$ cat src/rtl/seq_detector_param_if.sv
// Serial pattern detector bus: configuration, serial input and match status.
// Master drives config and data; slave is the detector.
interface seq_detector_param_if #(
  parameter int MAX_LEN = 8,
  parameter int CNT_W   = 8,
  parameter int LEN_W   = $clog2(MAX_LEN + 1)
);
  logic               load;
  logic [MAX_LEN-1:0] pat_in;
  logic [LEN_W-1:0]   len_in;
  logic               overlap_en;
  logic               mealy_mode;
  logic               x;
  logic               x_valid;
  logic               detect_out;
  logic [CNT_W-1:0]   match_count;
  logic               count_sat;

  modport master (
    output load, pat_in, len_in,
    output overlap_en, mealy_mode,
    output x, x_valid,
    input  detect_out, match_count,
    input  count_sat
  );

  modport slave (
    input  load, pat_in, len_in,
    input  overlap_en, mealy_mode,
    input  x, x_valid,
    output detect_out, match_count,
    output count_sat
  );
endinterface

$ cat src/rtl/seq_detector_param.sv
// Run-time programmable serial bit-pattern detector with Mealy/Moore output,
// overlap control, input qualifier and saturating match counter.
module seq_detector_param #(
  parameter int MAX_LEN = 8,
  parameter int CNT_W   = 8,
  parameter int LEN_W   = $clog2(MAX_LEN + 1)
) (
  input  logic clk,
  input  logic reset,
  seq_detector_param_if.slave bus
);

  logic [MAX_LEN-1:0] pat_q;
  logic [MAX_LEN-1:0] hist_q, hist_d;
  logic [LEN_W-1:0]   len_q, len_d;
  logic [LEN_W-1:0]   fill_q, fill_d;
  logic [CNT_W-1:0]   cnt_q, cnt_d;
  logic               ovl_q;
  logic               mealy_q;
  logic               moore_q;

  logic [MAX_LEN-1:0] win;
  logic [MAX_LEN-1:0] mask;
  logic               accept;
  logic               full;
  logic               hit;

  always_comb begin
    len_d = bus.len_in;
    if (bus.len_in == '0)
      len_d = LEN_W'(1);
    else if (bus.len_in > LEN_W'(MAX_LEN))
      len_d = LEN_W'(MAX_LEN);
  end

  // Window of the last MAX_LEN bits including the bit arriving now
  assign win = {hist_q[MAX_LEN-2:0], bus.x};

  always_comb begin
    mask = '0;
    for (int i = 0; i < MAX_LEN; i++)
      mask[i] = (LEN_W'(i) < len_q);
  end

  assign accept = bus.x_valid & ~bus.load;
  assign full   = ({1'b0, fill_q} + (LEN_W + 1)'(1))
                  >= {1'b0, len_q};
  assign hit    = accept & full
                  & (((win ^ pat_q) & mask) == '0);

  always_comb begin
    hist_d = hist_q;
    fill_d = fill_q;
    cnt_d  = cnt_q;
    if (bus.load) begin
      hist_d = '0;
      fill_d = '0;
      cnt_d  = '0;
    end else if (accept) begin
      hist_d = win;
      if (hit && !ovl_q)
        fill_d = '0;
      else if (fill_q != LEN_W'(MAX_LEN))
        fill_d = fill_q + LEN_W'(1);
      if (hit && !(&cnt_q))
        cnt_d = cnt_q + CNT_W'(1);
    end
  end

  always_ff @(posedge clk or posedge reset) begin
    if (reset) begin
      pat_q   <= '0;
      len_q   <= LEN_W'(1);
      ovl_q   <= 1'b1;
      mealy_q <= 1'b1;
      hist_q  <= '0;
      fill_q  <= '0;
      cnt_q   <= '0;
      moore_q <= 1'b0;
    end else begin
      if (bus.load) begin
        pat_q   <= bus.pat_in;
        len_q   <= len_d;
        ovl_q   <= bus.overlap_en;
        mealy_q <= bus.mealy_mode;
      end
      hist_q  <= hist_d;
      fill_q  <= fill_d;
      cnt_q   <= cnt_d;
      moore_q <= hit;
    end
  end

  // Output is forced low during reset and on the load cycle
  assign bus.detect_out  = ~reset & ~bus.load
                           & (mealy_q ? hit : moore_q);
  assign bus.match_count = cnt_q;
  assign bus.count_sat   = &cnt_q;

endmodule
$ cat src/flat_wrapper.sv
// flat-port wrapper written by rule: the top's interface ports become plain ports
module seq_detector_param_flat 
#(
  parameter int MAX_LEN = 8,
  parameter int CNT_W   = 8,
  parameter int LEN_W   = $clog2(MAX_LEN + 1)
)
  (clk, reset, bus_load, bus_pat_in, bus_len_in, bus_overlap_en, bus_mealy_mode, bus_x, bus_x_valid, bus_detect_out, bus_match_count, bus_count_sat);
  seq_detector_param_if #(.MAX_LEN(MAX_LEN), .CNT_W(CNT_W), .LEN_W(LEN_W)) bus_i ();
  input  logic clk;
  input  logic reset;
  input wire logic [$bits(bus_i.load)-1:0] bus_load;
  input wire logic [$bits(bus_i.pat_in)-1:0] bus_pat_in;
  input wire logic [$bits(bus_i.len_in)-1:0] bus_len_in;
  input wire logic [$bits(bus_i.overlap_en)-1:0] bus_overlap_en;
  input wire logic [$bits(bus_i.mealy_mode)-1:0] bus_mealy_mode;
  input wire logic [$bits(bus_i.x)-1:0] bus_x;
  input wire logic [$bits(bus_i.x_valid)-1:0] bus_x_valid;
  output wire logic [$bits(bus_i.detect_out)-1:0] bus_detect_out;
  output wire logic [$bits(bus_i.match_count)-1:0] bus_match_count;
  output wire logic [$bits(bus_i.count_sat)-1:0] bus_count_sat;
  assign bus_i.load = bus_load;
  assign bus_i.pat_in = bus_pat_in;
  assign bus_i.len_in = bus_len_in;
  assign bus_i.overlap_en = bus_overlap_en;
  assign bus_i.mealy_mode = bus_mealy_mode;
  assign bus_i.x = bus_x;
  assign bus_i.x_valid = bus_x_valid;
  assign bus_detect_out = bus_i.detect_out;
  assign bus_match_count = bus_i.match_count;
  assign bus_count_sat = bus_i.count_sat;
  seq_detector_param #(.MAX_LEN(MAX_LEN), .CNT_W(CNT_W), .LEN_W(LEN_W)) u_core (.clk(clk), .reset(reset), .bus(bus_i));
endmodule
$ cat config.mk
export PLATFORM = sky130hd
export DESIGN_NAME = seq_detector_param_flat
export DESIGN_NICKNAME = d
export VERILOG_FILES = /design/src/rtl/seq_detector_param_if.sv /design/src/rtl/seq_detector_param.sv /design/src/flat_wrapper.sv
export SDC_FILE = /design/constraint.sdc
export NUM_CORES = 1
export LEC_CHECK = 0
export CORE_MARGIN = 2
export CORE_UTILIZATION = 33
export DETAILED_ROUTE_END_ITERATION = 16
export GPL_ROUTABILITY_DRIVEN = 0
export GPL_TIMING_DRIVEN = 0
export PLACE_DENSITY = 0.63
export SYNTH_ARGS = -nofsm -noshare
export SYNTH_HDL_FRONTEND = slang
export SYNTH_SLANG_ARGS = --single-unit
export TNS_END_PERCENT = 100
$ cat constraint.sdc
create_clock -name clk -period 2.3 [get_ports clk]
set_input_delay 0.46 -clock clk [delete_from_list [all_inputs] [get_ports clk]]
set_output_delay 0.46 -clock clk [all_outputs]
set_load 0.005 [all_outputs]
After elaboration in Yosys (flattened, before gate mapping). Cells that the tools add are included.

Bits in registers: 34. Bits of input ports: 19. Word-level logic and storage cells: 55.

Add/subtract/negate cells: 3. Magnitude comparators: 10. Eq/ne operators: 1. Mux-type cells: 12. Bitwise logic cells: 9. Reductions and logical operators: 12.

Operators by type and width (count): $mux W4 (6); $mux W8 (3); $lt A3 B4 Y1 const A (4); $mux W7 (2); $add A8 B1 Y8 const B (1); $and A8 B8 Y8 (1); $logic_not A8 Y1 (1); $lt A1 B4 Y1 const A (2); $lt A2 B4 Y1 const A (2); $reduce_and A8 Y1 (1); $xor A8 B8 Y8 (1); $add A4 B1 Y5 const B (1); $and A1 B1 Y1 (5); $ge A5 B4 Y1 (1); $add A4 B1 Y4 const B (1); $gt A4 B4 Y1 const B (1); $logic_not A4 Y1 (1); $ne A4 B4 Y1 const B (1); $reduce_and A2 Y1 (2); $reduce_bool A2 Y1 (2); $reduce_bool A3 Y1 (1); $logic_and A1 B1 Y1 (2); $logic_not A1 Y1 (2); $not A1 Y1 (2); $mux W1 (1).

Depth between registers and ports, before layout. Gate-level depths: netlist of the first run.

Depth after elaboration: 8. Mapped depth: 9. Depth with buffers taken out: 8.

Least setup slack after synthesis of the first run. Ideal clock, no wire load.

Kind: reg2out. Start: register u_core.fill_q[0]. End: output bus_detect_out. Data arrival time: 1.882 ns. Setup slack: -0.042 ns. Cell stages (with the launch flop): 10. Buffers on the path: 1. Cells stage by stage: dfrtp_1 -> ha_1 -> xor2_1 -> ha_1 -> o21ai_0 -> o21ai_2 -> and2_1 -> buf_2 -> mux2i_1 -> nor3_1.

Cells in the longest elaborated chain, start to end: 6.

Ends and longest elaborated chain: start: declaration (line seq_detector_param.sv:16) `logic [LEN_W-1:0] fill_q, fill_d;`; start signal: assignment (line seq_detector_param.sv:88) `fill_q <= fill_d;`; $add A4 B1 Y5 (line seq_detector_param.sv:46) `assign full = ({1'b0, fill_q} + (LEN_W + 1)'(1))`; $ge A5 B4 Y1 (line seq_detector_param.sv:47) `>= {1'b0, len_q};`; $and A1 B1 Y1 (line seq_detector_param.sv:48) `assign hit = accept & full`; $and A1 B1 Y1 (line seq_detector_param.sv:49) `& (((win ^ pat_q) & mask) == '0);`; net u_core.hit (line seq_detector_param.sv:26) `logic hit;`; $mux W1 (line seq_detector_param.sv:96) `& (mealy_q ? hit : moore_q);`; $and A1 B1 Y1 (line seq_detector_param.sv:96); end: declaration (line flat_wrapper.sv:19) `output wire logic [$bits(bus_i.detect_out)-1:0] bus_detect_out;`.

The timed path passes the listed nets, and every way through them passes these cells.

Worst setup path after layout of the first run.
Start: register u_core.fill_q[1]. End: output bus_detect_out.

Cells in the longest elaborated chain, start to end: 6.

Ends and longest elaborated chain (line): $add A4 B1 Y5 (seq_detector_param.sv:46); $ge A5 B4 Y1 (seq_detector_param.sv:47); $and A1 B1 Y1 (seq_detector_param.sv:48); $and A1 B1 Y1 (seq_detector_param.sv:49); $mux W1 (seq_detector_param.sv:96); $and A1 B1 Y1 (seq_detector_param.sv:96).

No other way between the ends.

==> results of run 1 <==
-- final timing paths --
check                                  from                   endpoint  slack (ns)  depth (start not counted)
max                        u_core.fill_q[1]             bus_detect_out       -0.30                          9
min in group asynchronous             reset  u_core.bus.match_count[2]        0.64                          2
max in group asynchronous             reset           u_core.fill_q[1]        1.15                          2
min reg2reg                 u_core.pat_q[0]            u_core.pat_q[0]        0.54                          1
min                         u_core.pat_q[0]            u_core.pat_q[0]        0.54                          1
max reg2reg                u_core.fill_q[1]  u_core.bus.match_count[5]       -0.10                         10
-- cell families after synthesis --
kind of cell	share of synthesized area (%)
AND/OR/NAND/NOR	14.7
flip-flops	46.6
XOR/XNOR	5.25
AO/OA/AOI/OAI	14.3
adder cells (fa/ha/maj)	4.77
multiplexers	10.4
buffers and inverters	3.96
-- state kept, by name, indices dropped and copies added (netlist names) --
register and flops:
u_core.ovl_q 1, u_core.fill_q 4, u_core.pat_q 8, u_core.moore_q 1
u_core.bus.match_count 8, u_core.hist_q 7, u_core.len_q 4, u_core.mealy_q 1
-- placed cells by master (no fill, tap or decap), types with 4 or more instances in the layout --
cell,synthesis,final
nor2_1,13,13
buf_4,0,15
dfrtp_1,31,29
mux2_2,9,9
clkbuf_8,0,6
nand2_1,13,12
o21ai_0,5,4
clkbuf_1,4,4
a21oi_1,4,4
inv_1,8,7
mux2i_1,9,9
xnor2_1,8,7
clkdlybuf4s50_1,0,24
a31oi_1,5,5
ha_1,7,5
-- routing by layer --
| layer | up-vias | wire length (um) |
|---|---|---|
| li1 | 716 | - |
| met2 | 46 | 1890 |
| met1 | 733 | 2020 |
| met5 | - | 0 |
| met3 | 4 | 185 |
| met4 | 0 | 51 |
-- metrics by stage --
step	cell area, um2	setup WS (ns)	hold slack [ns]
after global routing	2510	-0.434	0.552
after detailed placement	2200	-1.13	0.523
final	2510	-0.303	0.536
after CTS	2460	-0.391	0.542
after global placement	2200	-1.15	0.517
after floorplan	1840	-0.0117	0.501
-- power breakdown --
part / switching [W] / leakage, nW / internal [W] / total [W]
sequential: 0.0000285 / 0.437 / 0.000631 / 0.000660
combinational: 0.000106 / 0.567 / 0.000122 / 0.000229
clock: 0.000222 / 0.0714 / 0.000462 / 0.000685
-- repair_timing --
item                       CTS  global route
resized for setup           13             6
setup endpoints to repair    7             5
pin swaps                   11             3
setup buffers               16             2
-- cell type report --
cell class,instances,area (um2)
buffer,6,30.0
clock buffer,6,82.6
clock inverter,2,60.1
fill,516,2930
inverter,10,37.5
multi-input combinational,121,952
sequential,34,857
tap,72,90.1
timing repair buffer,44,398
-- worst max-delay path, stage by stage (launching register included) --
cell and delay [ns]:
dfrtp_2 0.44, ha_2 0.22, xor2_2 0.18, ha_1 0.28, o21ai_1 0.06, o21ai_2 0.17, and2_4 0.17, mux2i_1 0.06
nor3_1 0.13, buf_2 0.14
==> summary.txt, run 1 <==
Cells and area
  • Share of layout cells above drive strength 1: 25.1%
  • # diodes: 0
  • Area Overhead vs Synth: 36.7%
  • Non-filler cells, final: 295
  • Nets: 248
  • Final design utilization: 46.1%

Floorplan
  • FP Rows: 27
  • CORE AREA: approximately 5400 um2
  • Starting density of the core: 33.7%
  • Die area: between 6000 and 7000 um2
  • Die Y-Extent: 78.6 um
  • Die X: 78.6 um
  • Ports: 29

CTS
  • CTS Buf Count: 5
  • H-tree depth reported by CTS: 2
  • Longest Clk Path Bufs: 2
  • CTS Sinks: 34
  • Worst-path clk slew: 0.07 ns
  • CTS tree: done
  • Cts hold-fix bufs: 0
  • Latest clock arrival within the worst-skew pair: between 0.2 and 0.3 ns
  • Clock root buffer master: clkbuf_8

Synthesis
  • Async SR Flop Fraction: between 90% and 100%
  • Post-synth top area share: around 42%
  • Primary FF master, synth: dfrtp_1
  • Syn Area/Cell: 10.7 um2
  • Synth top area cells: dfrtp_1 42%, mux2_2 5.5%, mux2i_1 4.9%, ha_1 4.8%, dfstp_2 4.3%
  • Synth area leader: dfrtp_1
  • Seq/Total Area, Yosys: between 40% and 50%
  • Net Count, Synth: roughly 200
  • YS warnings: 0
  • Number of synthesized flops with an enable pin: 0
  • Count leader, synth: dfrtp_1
  • Mapped Cells: 172
  • #FFs+latches synth: 34
  • Synthesized area: ~1800 um2
  • Number of distinct library cells after synthesis: 48
  • Synth top cells by count: 31 x dfrtp_1, 13 x nand2_1, 13 x nor2_1

STA
  • RSZ-0062 raised after global routing: yes
  • Fin. Hold Viols: 0
  • Final setup TNS: -0.404 ns
  • F_max: 0.384 GHz
  • Final worst slack: -0.303 ns
  • Fin crit share: 113%
  • Finish-stage setup viols: 2
  • Fin. max-slew vios: 0
  • Slew HR: 52.0%
  • Clk_skew: roughly 0.0045 ns
  • Fin crit period: 2.60 ns
  • Worst-Margin Slew: about 0.72 ns

GRT
  • GR met1 Demand/Resource: 19.6%
  • First-pass GRT wire length: 6980 um
  • Total GRT Usage: 14.4%
  • Most Used Layer, Global Route: met2
  • GRT met2 Usage: 22.2%
  • Largest net degree at the start of global routing: 35
  • Initial antenna violation count: 0
  • Total grt overflow: 0
  • Vias in the first global route: 1527
  • M3 GR Usage: 3.33%

Pwr
  • Leakage Power: 1.08 nW
  • Power per standard cell area: ~630 nW/um2
  • VDD IR max: 0.000312 V
  • Total chip power: between 0.0015 and 0.002 W

Worst setup path
  • Required time worst endpoint: between 1.5 and 2 ns
  • Crit Path Category: reg -> out
  • Critical Path AT: 2.14 ns
  • Nature of the critical path startpoint: register
  • CP endpoint kind: output port
  • CP max FO: 5

Placed design
  • Placed cells: 271
  • Buffers on Ports: 27
  • DPL Wire Length: 2790 um

Detailed routing
  • Post-DR wirelength/cell: 14.1 um
  • 1st-pass router iterations: 4
  • Overall routed net length: between 4000 and 5000 um
  • Residual DRC: 0
  • Via Count: around 1500
  • Post-route ant nets: 0
  • Via density per instance: 5.08
  • Initial DRC Count: 75

Hold path
  • HP Class: reg -> reg

Run status
  • Failing checks: negative setup slack
  • Outcome: complete, but fails checks

Job
  • Max-Cap Viols: 0
No activity file was read; power rests on OpenSTA's default activity.
==> run 2: changes to the inputs <==
--- a/config.mk
+++ b/config.mk
@@ -8,9 +8,11 @@
 export CORE_MARGIN = 2
 export CORE_UTILIZATION = 33
 export DETAILED_ROUTE_END_ITERATION = 16
+export DONT_BUFFER_PORTS = 1
 export GPL_ROUTABILITY_DRIVEN = 0
 export GPL_TIMING_DRIVEN = 0
-export PLACE_DENSITY = 0.63
+export PLACE_DENSITY = 0.56
+export SETUP_SLACK_MARGIN = 0.05
 export SYNTH_ARGS = -nofsm -noshare
 export SYNTH_HDL_FRONTEND = slang
 export SYNTH_SLANG_ARGS = --single-unit
==> summary.txt, run 2 (synthesis gave the netlist of run 1 again) <==
Placed design
  • Pre-CTS worst setup slack: -0.316 ns (+0.811 ns)
  • Area after DPL: 1930 um2 (-12%)
  • DPL Wire Length: 2820 um (+1.1%)
  • Buffers on Ports: 0 (-100%)

Floorplan
  • Die area: 6170 um2 (unchanged)
  • CORE AREA: 5440 um2 (unchanged)
  • Starting density of the core: 33.7% (unchanged)
  • Die Y-Extent: 78.6 um (unchanged)
  • Die X: 78.6 um (unchanged)
  • Ports: 29 (unchanged)
  • FP Rows: 27 (unchanged)

Worst setup path
  • Worst reg2reg path startpoint: u_core.fill_q[0]
  • Nature of the critical path startpoint: register
  • Crit Path Category: reg -> out
  • CP startpoint: u_core.fill_q[0]
  • CP endpoint kind: output port
  • Critical Path AT: 2.02 ns (-0.12 ns)
  • Required time worst endpoint: 1.84 ns (about the same)
  • CP max FO: 6 (+1)

STA
  • Clk_skew: 0.00808 ns (+0.00353 ns)
  • Fin. max-slew vios: 0 (unchanged)
  • Final setup TNS: -0.188 ns (+0.217 ns)
  • Fin crit share: 108% (-5.3 points)
  • Fin crit period: 2.48 ns (-0.121 ns)
  • RSZ-0062 raised after global routing: yes
  • Fin. Hold Viols: 0 (unchanged)
  • F_max: 0.403 GHz (+4.9%)
  • Finish-stage setup viols: 2 (unchanged)
  • Slew HR: 51.1% (-0.93 points)
  • Worst-Margin Slew: 0.733 ns (+0.0140 ns)
  • Final worst slack: -0.181 ns (+0.121 ns)

Pwr
  • Power per standard cell area: 599 nW/um2 (-4.5%)
  • Total chip power: 0.00134 W (-15%)
  • VDD IR max: 0.000419 V (+34%)
  • Leakage Power: 0.914 nW (-15%)

Hold path
  • HP Class: in -> async

Cells and area
  • Commonest non-fill, non-tap cell in the layout: dfrtp_1
  • Post-route cell area: 2230 um2 (-11%)
  • Nets: 216 (-13%)
  • Reg area: 860 um2 (+0.29%)
  • Most frequent cells in the layout: 27 x dfrtp_1, 13 x nor2_1, 12 x nand2_1, 11 x buf_4
  • Multi-input logic area: 1030 um2 (+8.3%)
  • Area Overhead vs Synth: 21.8%
  • # diodes: 0 (unchanged)
  • Fillcell total: 512 (-0.78%)
  • Share of layout cells above drive strength 1: 30.4% (+5.3 points)

CTS
  • Longest Clk Path Bufs: 2 (unchanged)
  • Cts hold-fix bufs: 0 (unchanged)
  • Latest clock arrival within the worst-skew pair: 0.29 ns (about the same)
  • Clock root buffer master: clkbuf_8
  • CTS Buf Count: 5 (unchanged)
  • CTS Sinks: 34 (unchanged)
  • CTS tree: done
  • H-tree depth reported by CTS: 2 (unchanged)
  • Worst-path clk slew: 0.07 ns (about the same)

Detailed routing
  • Residual DRC: 0 (unchanged)
  • Via Count: 1366 (-8.9%)
  • 1st-pass router iterations: 5 (+1)
  • Via density per instance: 5.19 (+2.2%)
  • Post-route ant nets: 0 (unchanged)
  • Post-DR wirelength/cell: 15.9 um (+13%)
  • Overall routed net length: 4180 um (+0.89%)
  • Initial DRC Count: 79 (+5.3%)

GRT
  • Largest net degree at the start of global routing: 35 (unchanged)
  • Total grt overflow: 0 (unchanged)
  • Total GRT Usage: 14.7% (+0.33 points)
  • Vias in the first global route: 1414 (-7.4%)
  • First-pass GRT wire length: 7080 um (+1.5%)
  • Initial antenna violation count: 0 (unchanged)

Run status
  • Outcome: complete, but fails checks
  • Failing checks: negative setup slack

Job
  • Max-Cap Viols: 0 (unchanged)
run 2: changes by cell type in the layout (fill, tap and decap cells not counted), moves of 2 or more:
cell / change
bufinv_16: -2
ha_4: +3
dlygate4sd2_1: -2
dfrtp_2: +2
clkdlybuf4s50_1: -24
dfrtp_1: -2
buf_4: -4
ha_1: -2
run 2: power breakdown:
group | switching [W] | total (W) | internal (W)
clock | 0.000224 | 0.000466 | 0.000242
sequential | 0.0000314 | 0.000663 | 0.000632
combinational | 0.000106 | 0.000209 | 0.000103
run 2: critical path, cell delays in order (launching register included):
cell and delay, ns:
dfrtp_2 0.47, ha_4 0.21, xor2_4 0.19, ha_4 0.28
o21ai_2 0.05, o21ai_2 0.14, and2_4 0.17, mux2i_1 0.07
nor3_2 0.14
run 2: layout make-up:
cell class                      instances  area share (%)
Multi-Input combinational cell        121            46.2
Sequential cell                        34            38.5
Timing Repair Buffer                   12            4.20
Tap cell                               72            4.03
Clock buffer                            7            3.87
Inverter                               10            1.68
Buffer                                  6            1.34
Clock inverter                          1           0.224
run 2: routing by layer:
metal,up-vias,share of wire [%],global-route usage [%]
met5,-,0,0
met4,0,1.9,6.84
met3,7,4.7,3.91
met2,25,44,22.1
met1,676,50,19.7
li1,658,-,-
run 2: path summary, 6_finish.rpt:
check / end / slack (ns) / depth (start not counted)
worst max register to register: u_core.bus.match_count[5] / -0.01 / 9
worst max-delay path: bus_detect_out / -0.18 / 8
worst min-delay path: u_core.hist_q[6] / 0.17 / 1
max in group asynchronous: u_core.len_q[2] / 1.62 / 1
min in group clk: u_core.ovl_q / 0.28 / 2
worst min register to register: u_core.pat_q[3] / 0.53 / 1
run 2: through the flow:
stage	util (%)	hold WS, ns	instances
CTS	41.0	0.279	264
global placement	35.5	0.514	244
floorplan	-	0.501	172
finish	41.1	0.172	263
global route	41.1	0.225	263
detailed placement	35.5	0.519	244
run 2: timing repair:
| item | 4_1_cts | 5_1_grt |
|---|---|---|
| resized for setup | 21 | 4 |
| pin swaps | 9 | 3 |
| buffers inserted | 35 | 1 |
| setup endpoints to repair | 3 | 10 |
==> run 3: changes to the inputs <==
--- a/config.mk
+++ b/config.mk
@@ -5,6 +5,7 @@
 export SDC_FILE = /design/constraint.sdc
 export NUM_CORES = 1
 export LEC_CHECK = 0
+export CORE_ASPECT_RATIO = 0.6
 export CORE_MARGIN = 2
 export CORE_UTILIZATION = 33
 export DETAILED_ROUTE_END_ITERATION = 16
==> summary.txt, run 3 (synthesis gave the netlist of run 1 again) <==
Run status
  • Outcome: complete, but fails checks
  • Failing checks: negative setup slack

Floorplan
  • Starting density of the core: 35.2% (+1.5 points)
  • Die area: 6190 um2 (+0.32%)
  • CORE AREA: 5200 um2 (-4.3%)
  • Die X: 100 um (+28%)
  • Ports: 29 (unchanged)
  • FP Rows: 20 (-26%)
  • Die Y-Extent: 61.8 um (-21%)

GRT
  • Vias in the first global route: 1482 (+4.8%)
  • Total GRT Usage: 16.9% (+2.2 points)
  • Total grt overflow: 0 (unchanged)
  • Most Used Layer, Global Route: met2
  • GR met1 Demand/Resource: 24.5% (+4.8 points)
  • Largest net degree at the start of global routing: 35 (unchanged)
  • M3 GR Usage: 4.14% (+0.23 points)
  • First-pass GRT wire length: 7830 um (+11%)
  • Initial antenna violation count: 0 (unchanged)
  • GRT met2 Usage: 25.3% (+3.2 points)

CTS
  • Latest clock arrival within the worst-skew pair: 0.29 ns (about the same)
  • CTS tree: done
  • CTS Sinks: 34 (unchanged)
  • Worst-path clk slew: 0.08 ns (about the same)
  • CTS Buf Count: 5 (unchanged)
  • Longest Clk Path Bufs: 2 (unchanged)
  • Clock root buffer master: clkbuf_8
  • Cts hold-fix bufs: 0 (unchanged)
  • H-tree depth reported by CTS: 2 (unchanged)

STA
  • Fin. max-slew vios: 0 (unchanged)
  • Final worst slack: -0.305 ns (-0.123 ns)
  • RSZ-0062 raised after global routing: yes
  • Finish-stage setup viols: 3 (+1)
  • Slew HR: 51.4% (+0.36 points)
  • Worst-Margin Slew: 0.727 ns (-0.00544 ns)
  • F_max: 0.384 GHz (-4.7%)
  • Fin crit period: 2.60 ns (+0.123 ns)
  • Fin crit share: 113% (+5.4 points)
  • Clk_skew: 0.00506 ns (-0.00302 ns)
  • Fin Hold WS: 0.160 ns (-0.0123 ns)
  • Fin. Hold Viols: 0 (unchanged)
  • Final setup TNS: -0.418 ns (-0.230 ns)

Cells and area
  • Most frequent cells in the layout: 27 x dfrtp_1, 13 x nor2_1, 12 x nand2_1, 9 x mux2_2
  • # diodes: 0 (unchanged)
  • Area Overhead vs Synth: 25.6%
  • Commonest non-fill, non-tap cell in the layout: dfrtp_1
  • Nets: 216 (unchanged)
  • Share of layout cells above drive strength 1: 34.6% (+4.2 points)

Pwr
  • VDD IR max: 0.000499 V (+19%)
  • Power per standard cell area: 638 nW/um2 (+6.5%)
  • Leakage Power: 0.931 nW (+1.8%)

Detailed routing
  • 1st-pass router iterations: 4 (-1)
  • Post-route ant nets: 0 (unchanged)
  • Post-DR wirelength/cell: 18.5 um (+16%)
  • Residual DRC: 0 (unchanged)
  • Initial DRC Count: 112 (+42%)
  • Overall routed net length: 4750 um (+14%)
  • Via Count: 1409 (+3.1%)
  • Via density per instance: 5.48 (+5.6%)

Job
  • Max-Cap Viols: 0 (unchanged)

Placed design
  • Buffers on Ports: 0 (unchanged)
  • DPL Wire Length: 3150 um (+11%)
  • Pre-CTS worst setup slack: -0.280 ns (+0.0362 ns)

Worst setup path
  • CP startpoint: u_core.fill_q[1]
  • Required time worst endpoint: 1.84 ns (about the same)
  • Critical Path AT: 2.14 ns (+0.12 ns)
  • Nature of the critical path startpoint: register
  • CP endpoint kind: output port
  • Crit Path Category: reg -> out
  • CP max FO: 4 (-2)
  • Worst reg2reg path startpoint: u_core.fill_q[1]

Hold path
  • HP Class: in -> async
==> run 3: worst paths after layout <==
path | cells past startpoint | to | slack (ns)
worst max-delay path | 8 | bus_detect_out | -0.30
worst min-delay path | 1 | u_core.moore_q | 0.16
worst max register to register | 10 | u_core.bus.match_count[5] | -0.06
worst min register to register | 1 | u_core.pat_q[2] | 0.54
max in group asynchronous | 1 | u_core.len_q[1] | 1.62
min in group clk | 2 | u_core.ovl_q | 0.28
==> run 3: per-layer routing <==
layer	wire length, um	up-vias	share of wire (%)
met5	0	-	0
met4	55	0	1.2
met3	265	9	5.6
met2	2030	50	43
met1	2400	691	51
li1	-	659	-
==> run 3: timing repair <==
| action | in CTS | in global routing |
|---|---|---|
| endpoints found under the setup margin | 8 | 14 |
| pin swaps | 7 | 11 |
| setup buffers | 9 | 7 |
| resized for setup | 18 | 17 |
==> run 3: final cells by class <==
type / instances / area [um2]
Timing Repair Buffer: 12 / 105
Sequential cell: 34 / 860
Multi-Input combinational cell: 121 / 1080
Tap cell: 66 / 82.6
Inverter: 10 / 37.5
Buffer: 6 / 30.0
Clock inverter: 3 / 45.0
Clock buffer: 5 / 68.8
Fill cell: 490 / 2900
==> run 3: through the flow <==
| step | util [%] | power [W] | instances | instance area (um2) |
|---|---|---|---|---|
| after floorplan | - | 0.000797 | 172 | 1840 |
| after global placement | 37.0 | 0.000831 | 238 | 1930 |
| after detailed placement | 37.0 | 0.000842 | 238 | 1930 |
| after CTS | 42.5 | 0.00145 | 255 | 2210 |
| after global routing | 44.3 | 0.00153 | 257 | 2300 |
| final | 44.3 | 0.00147 | 257 | 2300 |
==> run 3: where the power goes <==
group          internal, W  leakage [nW]  switching, W  total (W)
Combinational     0.000115         0.446      0.000121   0.000236
Sequential        0.000631         0.434     0.0000340   0.000665
Clock             0.000322        0.0504      0.000247   0.000569
==> run 3: worst max-delay path, stage by stage, from the launching register on <==
cell,delay (ns)
dfrtp_2,0.47
ha_4,0.21
xor2_4,0.19
ha_4,0.28
o21ai_2,0.05
o21ai_2,0.20
and2_4,0.19
mux2i_2,0.07
nor3_2,0.19
